## src/rtl/warp_sched_pkg.sv

```systemverilog
// Shared types and default sizing for the round-robin warp scheduler.
package warp_sched_pkg;

    localparam int DEFAULT_NUM_WARPS = 4;
    localparam int DEFAULT_PC_WIDTH  = 8;

    typedef enum logic [1:0] {
        IDLE   = 2'd0,
        ACTIVE = 2'd1,
        DONE   = 2'd2
    } warp_state_e;

endpackage

```

## src/rtl/warp_ctx.sv

```systemverilog
// Per-warp context: lifecycle state and program counter.
// Priority among the per-warp controls: reset > start (non-active) > done > branch > issue.
module warp_ctx
    import warp_sched_pkg::*;
#(
    parameter int PC_WIDTH = DEFAULT_PC_WIDTH
) (
    input  logic                clk,
    input  logic                reset,
    input  logic                start,
    input  logic [PC_WIDTH-1:0] start_pc,
    input  logic                issue,
    input  logic                branch,
    input  logic [PC_WIDTH-1:0] br_target,
    input  logic                done,
    output warp_state_e         state,
    output logic [PC_WIDTH-1:0] pc
);

    always_ff @(posedge clk) begin
        if (reset) begin
            state <= IDLE;
            pc    <= '0;
        end else begin
            case (state)
                ACTIVE: begin
                    if (done) begin
                        state <= DONE;
                    end else if (branch) begin
                        pc <= br_target;
                    end else if (issue) begin
                        pc <= pc + PC_WIDTH'(1);
                    end
                end
                default: begin
                    // Idle and finished warps only react to a launch.
                    if (start) begin
                        state <= ACTIVE;
                        pc    <= start_pc;
                    end
                end
            endcase
        end
    end

endmodule

```

## src/rtl/rr_warp_scheduler.sv

```systemverilog
// Round-robin warp scheduler: picks the next ready warp after the last one issued.
// Define WARP_SCHED_PERF_EN to add saturating issue_count/stall_count outputs.
module rr_warp_scheduler
    import warp_sched_pkg::*;
#(
    parameter int  NUM_WARPS = DEFAULT_NUM_WARPS,
    parameter int  PC_WIDTH  = DEFAULT_PC_WIDTH,
    localparam int WID_W     = $clog2(NUM_WARPS)
) (
    input  logic                 clk,
    input  logic                 reset,
    input  logic                 start,
    input  logic [PC_WIDTH-1:0]  start_pc,
    input  logic [NUM_WARPS-1:0] warp_ready,
    input  logic                 fetch_ready,
    output logic                 issue_valid,
    output logic [PC_WIDTH-1:0]  pc,
    output logic [WID_W-1:0]     warp_num,
    input  logic                 br_valid,
    input  logic [WID_W-1:0]     br_warp,
    input  logic [PC_WIDTH-1:0]  br_target,
    input  logic                 done_valid,
    input  logic [WID_W-1:0]     done_warp,
    output logic [NUM_WARPS-1:0] active_mask,
    output logic                 all_done
`ifdef WARP_SCHED_PERF_EN
    ,output logic [31:0]         issue_count
    ,output logic [31:0]         stall_count
`endif
);

    warp_state_e         ctx_state [NUM_WARPS];
    logic [PC_WIDTH-1:0] ctx_pc    [NUM_WARPS];
    logic [NUM_WARPS-1:0] done_mask;
    logic [NUM_WARPS-1:0] eligible;
    logic [WID_W-1:0]     last_issued;
    logic [WID_W-1:0]     sel;
    logic [WID_W-1:0]     idx;
    logic                 found;
    logic                 issue_fire;

    for (genvar i = 0; i < NUM_WARPS; i++) begin : g_ctx
        warp_ctx #(.PC_WIDTH(PC_WIDTH)) u_ctx (
            .clk       (clk),
            .reset     (reset),
            .start     (start),
            .start_pc  (start_pc),
            .issue     (issue_fire && (sel == WID_W'(i))),
            .branch    (br_valid && (br_warp == WID_W'(i))),
            .br_target (br_target),
            .done      (done_valid && (done_warp == WID_W'(i))),
            .state     (ctx_state[i]),
            .pc        (ctx_pc[i])
        );
        assign active_mask[i] = (ctx_state[i] == ACTIVE);
        assign done_mask[i]   = (ctx_state[i] == DONE);
    end

    assign eligible = active_mask & warp_ready;
    assign all_done = &done_mask;

    // Search starts one past the last issued warp; WID_W-bit wrap gives the modulo for free.
    always_comb begin
        sel   = '0;
        idx   = '0;
        found = 1'b0;
        for (int k = 1; k <= NUM_WARPS; k++) begin
            idx = last_issued + WID_W'(k);
            if (!found && eligible[idx]) begin
                found = 1'b1;
                sel   = idx;
            end
        end
    end

    assign issue_valid = found;
    assign warp_num    = found ? sel : '0;
    assign pc          = found ? ctx_pc[sel] : '0;
    assign issue_fire  = found && fetch_ready;

    always_ff @(posedge clk) begin
        if (reset) begin
            last_issued <= WID_W'(NUM_WARPS - 1);
        end else if (issue_fire) begin
            last_issued <= sel;
        end
    end

`ifdef WARP_SCHED_PERF_EN
    always_ff @(posedge clk) begin
        if (reset) begin
            issue_count <= '0;
            stall_count <= '0;
        end else begin
            if (issue_fire && (issue_count != '1)) begin
                issue_count <= issue_count + 32'd1;
            end
            if ((|active_mask) && !issue_fire && (stall_count != '1)) begin
                stall_count <= stall_count + 32'd1;
            end
        end
    end
`endif

endmodule
```

## config.mk

```make
export PLATFORM = sky130hd
export DESIGN_NAME = rr_warp_scheduler
export DESIGN_NICKNAME = d
export VERILOG_FILES = /design/src/rtl/warp_sched_pkg.sv /design/src/rtl/warp_ctx.sv /design/src/rtl/rr_warp_scheduler.sv
export SDC_FILE = /design/constraint.sdc
export NUM_CORES = 1
export LEC_CHECK = 0
export CAP_MARGIN = 10
export CORE_UTILIZATION = 60
export DETAILED_ROUTE_END_ITERATION = 7
export GPL_TIMING_DRIVEN = 0
export PLACE_DENSITY = 0.95
export REMOVE_ABC_BUFFERS = 1
export SLEW_MARGIN = 20
export SYNTH_ARGS = -nofsm -noshare
export SYNTH_HDL_FRONTEND = slang
export SYNTH_SLANG_ARGS = --single-unit
```

## constraint.sdc

```tcl
create_clock -name clk -period 5.7 [get_ports clk]
set_input_delay 1.425 -clock clk [delete_from_list [all_inputs] [get_ports clk]]
set_output_delay 1.425 -clock clk [all_outputs]
set_load 0.01 [all_outputs]
```

==> results.ini <==
[worst_hold_path]
hold_start = g_ctx[0].u_ctx.state[1]
min_path_type = flop to flop

[cells_and_area]
regArea_sq_um = 841
final_cell_area_sq_um = 3730
multiInputGateArea_sq_um = 2170
fin_cells = 513
area_delta_synth_final_pct = 16.7
num-nets-final = 476
layout_common_cells = a21oi_1, clkdlybuf4s50_1, dfxtp_1
drive_above_1_share_pct = 4.51
fillers = 407
layout_commonest_cell = a21oi_1
diodes = 0

[clock_network]
clockBufferDepth = 2
clock_sinks = 42
cts_resized = 0
numCtsBuffers = 5
cts_root_buffer = clkbuf_8
cts_hold_buf = 0
h-tree-depth = 2
path_clk_slew_ps = 80
post_cts_buffers = 0
cts_tree = built
clk_latency_ps = 320

[floorplanning]
core_sq_um = 5110
die_y_um = 75.0
start_util_pct = 62.5
die_w_um = 75.0
io_pins = 46
rows = 26
dieArea_sq_um = 5620

[placement]
dp_cells = 505
placed_cell_area_sq_um = 3610
hpwl_um = 7180
portBuffers = 45
gp_routability_congestion = 0.922
pre_cts_slack_ps = 234

[power]
p_sw_uw = 330
seqPwrFrac_pct = 40.9
p_sw_share_pct = 36.6
p_comb_share_pct = 31.3
ir_drop_mv = 0.177
power_density_nw_per_um2 = 242
internal-power_uw = 572
power.leakage_uw = 0.00130
p_clk_share_pct = 27.8

[routing]
ant_nets = 0
drt_iter0_drc = 498
vias = 3716
wl_per_cell_um = 20.7
wirelength_um = 10600
via_per_inst = 7.24
drc = 0
firstDrtPassIters = 5

[global_route]
grt_max_degree = 41
antenna_found_initial = 0
grt_overflow = 0
grt_pass1_wl_um = 16000
first_global_vias = 3235
groute.usage.overall_pct = 38.6

[sta]
rsz0062_at_grt = no
worst_slack_ps = 110
fmax_mhz = 179
period_needed_ps = 5590
setup-violations-final = 0
post-route-period-util_pct = 98.1
worst_pin_slew_ps = 857
slew_violations = 0
skew_ps = 15.9
timing.setup.tns_ps = 0
relSlewSlack_pct = 42.7
hold_viol_final = 0

[worst_setup_path]
cp.arrival_ps = 4160
end_kind = primary output
startpoint = warp_ready[1]
r2r-start = g_ctx[3].u_ctx.state[1]
cp_max_fo = 15
worstSetupPathType = input pin to primary output
worstPathRequired_ps = 4280
start_kind = input pin

[yosys]
yosys_warnings = 0
yosys_register_bits = 42
seq_area_frac_synth_pct = 26.3
synthArstFlopShare_pct = 0
synth_cell_types = 54
syn-mean-instance-area_sq_um = 7.68
synth.cell_area_sq_um = 3190
ys.flop_type = dfxtp_1
synth_cells = 416
synth_enable_flop_cells = 0

[job]
maxCapViolCount = 0

[outcome]
status = complete, no violations

[worst max-delay path, cell delays in order]
cell and delay, ps:
clkdlybuf4s50_1 480, and3b_1 280, o211ai_1 120, and3_2 360
inv_2 380, mux2i_1 380, o22ai_1 190, clkdlybuf4s50_1 540
[metal layers]
layer  part of all wire, %  vias up  GRT usage [%]
li1                      -     1640              -
met1                    37     1712           49.5
met2                    45      302           58.2
met3                    12       62           9.10
met4                   5.9        0           24.9
met5                     0        -              0
[power groups by stage]
| stage | logic, uW | clock network [uW] | registers (uW) |
|---|---|---|---|
| floorplan | 170 | 0 | 360 |
| global placement | 256 | 0 | 371 |
| detailed placement | 270 | 0 | 372 |
| CTS | 273 | 250 | 366 |
| global route | 299 | 261 | 372 |
| finish | 282 | 251 | 369 |
[sequential cells by signal (all words and copies together), names as in the netlist]
name,flops
last_issued,2
g_ctx.u_ctx.state,8
g_ctx.u_ctx.pc,32
[synthesized netlist by cell type, drive strengths merged (2+ instances only)]
| cell | number | area share, % |
|---|---|---|
| clkbuf | 19 | 2.2 |
| a2111oi | 5 | 1.4 |
| nor2 | 29 | 3.5 |
| o22ai | 8 | 1.6 |
| a311oi | 16 | 4.4 |
| xor2 | 12 | 3.3 |
| o311a | 3 | 1.3 |
| nand4 | 2 | 0.39 |
| and3 | 5 | 1.0 |
| nand2 | 33 | 3.9 |
| buf | 8 | 2.1 |
| inv | 10 | 1.2 |
| nor3 | 13 | 2.0 |
| o2111ai | 8 | 2.2 |
| mux2i | 20 | 6.3 |
| nand3 | 19 | 3.1 |
| xnor2 | 7 | 1.9 |
| nand3b | 5 | 1.2 |
| ha | 4 | 1.6 |
| a21oi | 59 | 9.2 |
| or3 | 7 | 1.4 |
| o311ai | 3 | 2.2 |
| and3b | 2 | 0.55 |
| o21ai | 30 | 4.7 |
| a211oi | 14 | 3.3 |
| nand2b | 8 | 1.6 |
| o211ai | 6 | 1.4 |
| dfxtp | 42 | 26 |
| clkinv | 2 | 0.24 |
[per-stage QoR]
| stage | power (uW) | utilization, % | hold WS, ps |
|---|---|---|---|
| floorplan | 529 | - | 460 |
| global placement | 627 | 70.3 | 487 |
| detailed placement | 643 | 70.7 | 505 |
| CTS | 889 | 73.0 | 519 |
| global route | 932 | 73.0 | 541 |
| finish | 902 | 73.0 | 518 |
[area by class of cell]
cell class | instances | area share, %
Clock buffer | 5 | 1.85
Clock inverter | 3 | 1.21
Inverter | 12 | 1.21
Multi-Input combinational cell | 335 | 58.3
Sequential cell | 42 | 22.6
Tap cell | 70 | 2.35
Timing Repair Buffer | 46 | 12.5
[final timing paths]
check	cells past startpoint	endpoint	slack [ps]
max reg2reg	8	g_ctx[0].u_ctx.pc[1]	2290
max	8	pc[2]	110
min	2	g_ctx[0].u_ctx.state[1]	520
min reg2reg	2	g_ctx[0].u_ctx.state[1]	520
[cells by family (layout without fill, tap and decap cells)]
kind of cell,after synthesis,in the layout,share of synthesized area (%)
simple gates,131,131,20.8
mux,20,20,6.27
buf+inv,39,66,5.76
compound gates,161,161,34.1
flops,42,42,26.3
fa+ha+maj,4,4,1.57
xor+xnor,19,19,5.21
(Power assumes the default switching activity.)
